==> config.mk <==
export PLATFORM = sky130hd
export DESIGN_NAME = control_unit
export DESIGN_NICKNAME = d
export VERILOG_FILES = /design/src/rtl/control_unit.sv
export SDC_FILE = /design/constraint.sdc
export NUM_CORES = 1
export LEC_CHECK = 0
export ABC_AREA = 1
export BUFFER_PORTS_ARGS = -buffer_cell sky130_fd_sc_hd__buf_2
export CORE_MARGIN = 3
export CORE_UTILIZATION = 41
export DETAILED_ROUTE_END_ITERATION = 10
export PLACE_DENSITY = 0.85
export SYNTH_ARGS = -nofsm -noshare
export SYNTH_HDL_FRONTEND = slang
export SYNTH_SLANG_ARGS = --single-unit
==> constraint.sdc <==
create_clock -name Clock -period 2.3 [get_ports Clock]
set_input_delay 0.345 -clock Clock [delete_from_list [all_inputs] [get_ports Clock]]
set_output_delay 0.345 -clock Clock [all_outputs]
set_load 0.02 [all_outputs]
==> src/rtl/control_unit.sv <==
// Moore sequencer for the Mini-SRC datapath: three-state fetch, one decode
// state, then one state per execute step for ld/ldi/st/ALU/br/nop/halt.
module control_unit #(
  parameter logic RESET_STATE_RUN = 1'b1
) (
  input  logic        Clock,
  input  logic        Clear,
  input  logic [31:0] IR,
  input  logic        CON_FF,
  input  logic        Stop,
  output logic        Run,
  output logic        PCin,
  output logic        IRin,
  output logic        HIin,
  output logic        LOin,
  output logic        ZHighin,
  output logic        ZLowin,
  output logic        MARin,
  output logic        MDRin,
  output logic        OutPort,
  output logic        Yin,
  output logic        PCout,
  output logic        HIout,
  output logic        LOout,
  output logic        ZHighout,
  output logic        ZLowout,
  output logic        InPort,
  output logic        MDRout,
  output logic        Cout,
  output logic        Gra,
  output logic        Grb,
  output logic        Grc,
  output logic        Rin,
  output logic        Rout,
  output logic        BAout,
  output logic        Read,
  output logic        Write,
  output logic        IncPC,
  output logic        GLR,
  output logic        CON_In,
  output logic [4:0]  OP
);

  localparam logic [4:0] S_RESET = 5'd0;
  localparam logic [4:0] S_F0    = 5'd1;
  localparam logic [4:0] S_F1    = 5'd2;
  localparam logic [4:0] S_F2    = 5'd3;
  localparam logic [4:0] S_D     = 5'd4;
  localparam logic [4:0] S_LD3   = 5'd5;
  localparam logic [4:0] S_LD4   = 5'd6;
  localparam logic [4:0] S_LD5   = 5'd7;
  localparam logic [4:0] S_LD6   = 5'd8;
  localparam logic [4:0] S_LD7   = 5'd9;
  localparam logic [4:0] S_LDI3  = 5'd10;
  localparam logic [4:0] S_LDI4  = 5'd11;
  localparam logic [4:0] S_LDI5  = 5'd12;
  localparam logic [4:0] S_ST3   = 5'd13;
  localparam logic [4:0] S_ST4   = 5'd14;
  localparam logic [4:0] S_ST5   = 5'd15;
  localparam logic [4:0] S_ST6   = 5'd16;
  localparam logic [4:0] S_ST7   = 5'd17;
  localparam logic [4:0] S_ALU3  = 5'd18;
  localparam logic [4:0] S_ALU4  = 5'd19;
  localparam logic [4:0] S_ALU5  = 5'd20;
  localparam logic [4:0] S_BR3   = 5'd21;
  localparam logic [4:0] S_BR4   = 5'd22;
  localparam logic [4:0] S_BR5   = 5'd23;
  localparam logic [4:0] S_BR6   = 5'd24;
  localparam logic [4:0] S_HALT  = 5'd25;

  localparam logic [4:0] OPC_LD   = 5'b00000;
  localparam logic [4:0] OPC_LDI  = 5'b00001;
  localparam logic [4:0] OPC_ST   = 5'b00010;
  localparam logic [4:0] OPC_ADD  = 5'b00100;
  localparam logic [4:0] OPC_ROL  = 5'b01011;
  localparam logic [4:0] OPC_BR   = 5'b10010;
  localparam logic [4:0] OPC_HALT = 5'b11011;

  logic [4:0] state_q, state_d;
  logic [4:0] opc;
  logic       unused_ir_bits;

  assign opc            = IR[31:27];
  assign unused_ir_bits = ^IR[26:0];

  always_ff @(posedge Clock or posedge Clear) begin
    if (Clear) state_q <= S_RESET;
    else       state_q <= state_d;
  end

  // Last execute state of each instruction is the only place Stop is honoured.
  always_comb begin
    state_d = state_q;
    case (state_q)
      S_RESET: state_d = S_F0;
      S_F0:    state_d = S_F1;
      S_F1:    state_d = S_F2;
      S_F2:    state_d = S_D;
      S_D: begin
        if (opc == OPC_LD)                          state_d = S_LD3;
        else if (opc == OPC_LDI)                    state_d = S_LDI3;
        else if (opc == OPC_ST)                     state_d = S_ST3;
        else if (opc >= OPC_ADD && opc <= OPC_ROL)  state_d = S_ALU3;
        else if (opc == OPC_BR)                     state_d = S_BR3;
        else if (opc == OPC_HALT)                   state_d = S_HALT;
        else                                        state_d = S_F0;
      end
      S_LD3:   state_d = S_LD4;
      S_LD4:   state_d = S_LD5;
      S_LD5:   state_d = S_LD6;
      S_LD6:   state_d = S_LD7;
      S_LDI3:  state_d = S_LDI4;
      S_LDI4:  state_d = S_LDI5;
      S_ST3:   state_d = S_ST4;
      S_ST4:   state_d = S_ST5;
      S_ST5:   state_d = S_ST6;
      S_ST6:   state_d = S_ST7;
      S_ALU3:  state_d = S_ALU4;
      S_ALU4:  state_d = S_ALU5;
      S_BR3:   state_d = S_BR4;
      S_BR4:   state_d = S_BR5;
      S_BR5:   state_d = S_BR6;
      S_LD7, S_LDI5, S_ST7, S_ALU5, S_BR6:
               state_d = Stop ? S_HALT : S_F0;
      S_HALT:  state_d = S_HALT;
      default: state_d = S_RESET;
    endcase
  end

  assign GLR      = 1'b0;
  assign HIin     = 1'b0;
  assign LOin     = 1'b0;
  assign HIout    = 1'b0;
  assign LOout    = 1'b0;
  assign ZHighout = 1'b0;
  assign InPort   = 1'b0;
  assign OutPort  = 1'b0;

  always_comb begin
    if (state_q == S_HALT)       Run = 1'b0;
    else if (state_q == S_RESET) Run = RESET_STATE_RUN;
    else                         Run = 1'b1;
  end

  always_comb begin
    PCin = 1'b0; IRin = 1'b0; ZHighin = 1'b0; ZLowin = 1'b0;
    MARin = 1'b0; MDRin = 1'b0; Yin = 1'b0; PCout = 1'b0;
    ZLowout = 1'b0; MDRout = 1'b0; Cout = 1'b0;
    Gra = 1'b0; Grb = 1'b0; Grc = 1'b0; Rin = 1'b0; Rout = 1'b0;
    BAout = 1'b0; Read = 1'b0; Write = 1'b0; IncPC = 1'b0; CON_In = 1'b0;
    OP = 5'b00000;
    case (state_q)
      S_F0:                  begin PCout = 1'b1; MARin = 1'b1; IncPC = 1'b1; end
      S_F1, S_LD6:           begin Read = 1'b1; MDRin = 1'b1; end
      S_F2:                  begin MDRout = 1'b1; IRin = 1'b1; end
      S_LD3, S_LDI3, S_ST3:  begin Grb = 1'b1; BAout = 1'b1; Yin = 1'b1; end
      S_LD4, S_LDI4, S_ST4:  begin Cout = 1'b1; OP = OPC_ADD; ZHighin = 1'b1; ZLowin = 1'b1; end
      S_LD5, S_ST5:          begin ZLowout = 1'b1; MARin = 1'b1; end
      S_LD7:                 begin MDRout = 1'b1; Gra = 1'b1; Rin = 1'b1; end
      S_LDI5, S_ALU5:        begin ZLowout = 1'b1; Gra = 1'b1; Rin = 1'b1; end
      S_ST6:                 begin Gra = 1'b1; Rout = 1'b1; MDRin = 1'b1; end
      S_ST7:                 Write = 1'b1;
      S_ALU3:                begin Grb = 1'b1; Rout = 1'b1; Yin = 1'b1; end
      S_ALU4:                begin Grc = 1'b1; Rout = 1'b1; OP = opc; ZHighin = 1'b1; ZLowin = 1'b1; end
      S_BR3:                 begin Gra = 1'b1; Rout = 1'b1; CON_In = 1'b1; end
      S_BR4:                 begin PCout = 1'b1; Yin = 1'b1; end
      S_BR5:                 begin Cout = 1'b1; OP = OPC_ADD; ZLowin = 1'b1; end
      // Branch target is committed only when the condition flop says so.
      S_BR6:                 begin ZLowout = 1'b1; PCin = CON_FF; end
      default: ;
    endcase
  end

endmodule
* After elaboration in Yosys (flattened, before gate mapping)
Cells that the tools add are included.
** Storage, ports and cells
- Flip-flop bits (word level) :: 5
- Memories kept :: 0
- Memory bits (writable) :: 0
- ROM bits :: 0
- Output and inout port bits :: 35
- Latch bits :: 0
** Operators by class
- Multiply operators :: 0
- Add/subtract/negate cells :: 0
- Equality and inequality tests :: 29
- Reductions and logical operators :: 19
- $lt $le $gt $ge :: 2
- Shifts and indexed selects :: 0
- Mux-type cells :: 31
- Bitwise operators :: 0
- Divide/modulo/power cells :: 0
** Operators with widths (number)
- $pmux 5 s22 :: 1
- $eq 5x5->1 const B :: 12
- $eq 5x4->1 const B :: 8
- $mux 5 :: 7
- $reduce_or 5->1 :: 5
- $mux 1 :: 22
- $eq 5x3->1 const B :: 4
- $reduce_or 4->1 :: 4
- $eq 5x2->1 const B :: 3
- $reduce_or 3->1 :: 4
- $eq 5x1->1 const B :: 2
- $logic_not 5->1 :: 2
- $pmux 5 s2 :: 1
- $reduce_or 2->1 :: 3
- $ge 5x3->1 const B :: 1
- $le 5x4->1 const B :: 1
- $logic_and 1x1->1 :: 1

* Depth between registers and ports, before layout
- Word-level depth :: 8
- Depth in mapped cells :: 9
- Mapped depth without buffers :: 9

* Least setup slack after synthesis
Ideal clock, no wire load.
- Kind :: reg-to-output
- Start point :: register state_q[3]
- End point :: output MARin
- Arrival time :: 1.395 ns
- Path slack :: 0.560 ns
- Required time :: 1.955 ns
- Path buffers :: 0
- Stages on the path, launching flop included :: 6
- Cell sequence :: dfrtp_1 -> nor2_2 -> inv_1 -> nor2_1 -> inv_1 -> nand2_1
** Between the ends
- Cells in the longest elaborated chain, start to end :: 3
- Elaborated cells between the ends (all ways) :: 5
- Those cells by class :: 3 x eq/ne; 1 x mux; 1 x reduce/logical
** RTL lines
- start, declared :: RTL line 79 : logic [4:0] state_q, state_d;
- start signal, assigned :: RTL line 88 : else state_q <= state_d;
- $eq 5x4->1 (tied with other cells) :: RTL line 152 : case (state_q)
- $reduce_or 3->1 (no source line) *
- $mux 1 * :: RTL line 152
- end, declared :: RTL line 18 : output logic MARin,
Every way passes the cells marked *; elsewhere a longest branch is shown, timed or not.

* Final worst setup path
- Start point :: register state_q[4]
- End point :: output Gra
** Between the ends
- Cells in the longest elaborated chain, start to end :: 3
- Elaborated cells between the ends (all ways) :: 7
- Those cells by class :: 5 x eq/ne; 1 x mux; 1 x reduce/logical
** RTL lines
- $eq 5x4->1 or $eq 5x5->1 (tied branches) :: RTL line 152
- $reduce_or 5->1 (no source line) *
- $mux 1 * :: RTL line 152
- end, declared :: RTL line 30 : output logic Gra,
Marks and branches as above.

==> impl_metrics.ini <==
[global_route]
grt_pass1_vias = 877
antenna_found_initial = 0
grt_use_total_pct = 18.4
grt_pass1_wl_mm = 3.54
grt.overflow.total = 0
grt_max_degree = 14

[power]
internal-power_mw = 0.439
power.density_nw_per_um2 = 1090
clockPowerShare_pct = 9.2
swShare_pct = 60.9
peakVddDrop_mv = 0.426
p_comb_share_pct = 72.7
p_sw_mw = 0.685
seqPwrFrac_pct = 18.1
p_leak_nw = 0.702

[floorplanning]
dieHeight_microns = 50.9
core_area_sq_um = 1820
dieArea_sq_um = 2590
num_io_pins = 71
die-width_microns = 50.9
row_count = 15
start_util_pct = 45.4

[clock_network]
worstSkewPairLatency_ns = 0.25
clk_pin_slew_ns = 0.04
cts_resized = 0
cts_buffers = 3
cts_tree = done
cts.sinks = 5
clockRootBuffer = clkbuf_4
clockBufferDepth = 2
htree_num_levels = 1

[setup_path]
crit_type = reg2out
path_cells = inv_1, nand3_1, nand2_1, nand2_1, o2111ai_1, buf_2
cp.arrival_ns = 1.71
crit_path_end_kind = primary output
path_buf_inv = 2
crit_family = flip-flops
start_kind = flop
cp_slowest_stage_delay_ns = 0.65
crit_slowest_cell = dfrtp_1
required_ns = 1.96
worst-path-max-fanout = 13
path_common_cell = nand2_1

[finish]
drive_gt1_share_pct = 30.7
largestRegisters = state_q: 5 flops
seqCellArea_sq_um = 125
antenna_cells = 0
nets = 226
stdcell_area_sq_um = 1030
largest_reg_flops = 5
fill_cells = 202
largest-register = state_q
area_delta_synth_final_pct = 24.4
multi_input_area_sq_um = 559

[sta]
setup-violations-final = 0
period_needed_ns = 2.06
worstMarginPinSlew_ns = 0.510
max_freq_mhz = 485
finalSetupTns_ns = 0
rsz0062_at_grt = no
skew_ns = 0.00770
hold_violations = 0
timing.hold.ws_ns = 0.489
drv_slew = 0
finalCritPeriodShare_pct = 89.6
maxSlewHeadroom_pct = 66.0

[placement]
dp_hpwl_mm = 1.85
io_buffers = 35
gp_congestion = 0.951
place_area_sq_um = 992

[routing]
vias = 1046
post_drt_wl_per_cell_microns = 10.6
drcViolationCount = 0
dr.pass1.iters = 4
first_iter_violations = 46
routed_wl_mm = 2.26
antenna_left = 0
drt-vias-per-instance = 4.89

[flow_run]
cap_violations = 0

[synthesis]
synth-warning-count = 0
synth-seq-area-share_pct = 15.1
ys_seq_elements = 5
synthCells = 151
syn_avg_cell_area_sq_um = 5.48
synth.distinct_cells = 22
syn_area_sq_um = 827

[min_path]
min_path_type = in2reg

[status]
run_status = completed
per-stage QoR:
| stage | cells | worst slack, ns | power [mW] | utilization, % |
|---|---|---|---|---|
| 5_1_grt | 214 | 0.153 | 1.22 | 56.5 |
| 6_report | 214 | 0.240 | 1.12 | 56.5 |
| 2_1_floorplan | 158 | 0.560 | 0.798 | - |
| 3_3_place_gp | 209 | 0.522 | 1.01 | 54.5 |
| 3_5_place_dp | 209 | 0.540 | 1.01 | 54.5 |
| 4_1_cts | 214 | 0.263 | 1.12 | 56.5 |
area by class of cell:
type,count,share of cell area (%)
Multi-Input combinational cell,117,54.4
Inverter,27,9.85
Tap cell,25,3.04
Clock buffer,4,2.55
Sequential cell,5,12.2
Timing Repair Buffer,36,18.0
cell usage in the layout (no fill, tap or decap):
cell	Yosys	final
nor3_1	3	3
buf_2	0	35
dlygate4sd3_1	0	1
nand3_2	2	2
inv_1	21	21
o211ai_1	1	1
nor2_1	24	24
nand4_1	5	5
nand2_1	39	39
nand3_1	16	16
clkbuf_1	0	1
clkbuf_4	0	3
clkinv_1	1	1
dfrtp_1	5	5
nor2_4	2	2
o21ai_2	2	2
o21ai_0	2	2
o21ai_1	2	2
nand2_2	4	4
o221ai_1	1	1
o2111ai_1	1	1
nor2_2	4	4
conb_1	1	8
inv_2	5	5
nand2_4	1	1
power by group through the flow:
stage | registers, mW | clock network, mW | logic, mW
2_1_floorplan | 0.177 | 0 | 0.621
3_3_place_gp | 0.201 | 0 | 0.808
6_report | 0.204 | 0.103 | 0.817
4_1_cts | 0.202 | 0.106 | 0.815
3_5_place_dp | 0.203 | 0 | 0.810
5_1_grt | 0.211 | 0.114 | 0.891
cell usage after synthesis, drive strengths merged:
cell	instances	share of area (%)
buf	9	8.2
clkinv	1	0.45
conb	1	0.45
dfrtp	5	15
inv	26	12
nand2	44	22
nand3	18	12
nand4	5	3.8
nor2	30	17
nor3	3	1.8
o2111ai	1	1.1
o211ai	1	0.91
o21ai	6	4.5
o221ai	1	1.1
worst register-to-register path, delay by kind of cell (launching register included):
family / cells / cell delay, ns
flip-flops: 1 / 0.65
AND/OR/NAND/NOR: 5 / 0.50
buffers and inverters: 1 / 0.22
AO/OA/AOI/OAI: 1 / 0.21
path summary, 6_finish.rpt:
| kind | startpoint | to | depth (start not counted) | slack, ns |
|---|---|---|---|---|
| max | state_q[4]$_DFF_PP0_ | Gra | 6 | 0.24 |
| min | Stop | state_q[3]$_DFF_PP0_ | 5 | 0.49 |
| max reg2reg | state_q[4]$_DFF_PP0_ | state_q[4]$_DFF_PP0_ | 7 | 0.58 |
| min reg2reg | state_q[1]$_DFF_PP0_ | state_q[0]$_DFF_PP0_ | 2 | 0.74 |
| max in group asynchronous | Clear | state_q[4]$_DFF_PP0_ | 3 | 1.58 |
| min in group asynchronous | Clear | state_q[0]$_DFF_PP0_ | 3 | 0.56 |
timing repair:
item	in CTS	in global routing
endpoints found under the hold margin	5	0
hold buffers	1	0
buffers inserted	0	0
setup endpoints to repair	0	0
per-layer routing:
layer / track usage, % / share of wire (%) / vias to the layer above
met4: 12.6 / 1.7 / 0
met3: 3.79 / 11 / 4
met1: 19.5 / 41 / 441
met5: 0 / 0 / -
li1: - / - / 536
met2: 32.2 / 46 / 65
cell families after synthesis:
logic type | Yosys count | share of synthesized area [%]
AOI/OAI and AO/OA | 9 | 7.57
buffers and inverters | 36 | 20.4
DFF | 5 | 15.1
other | 1 | 0.453
and+or+nand+nor | 100 | 56.4
Power figures use the tool's default switching activity.
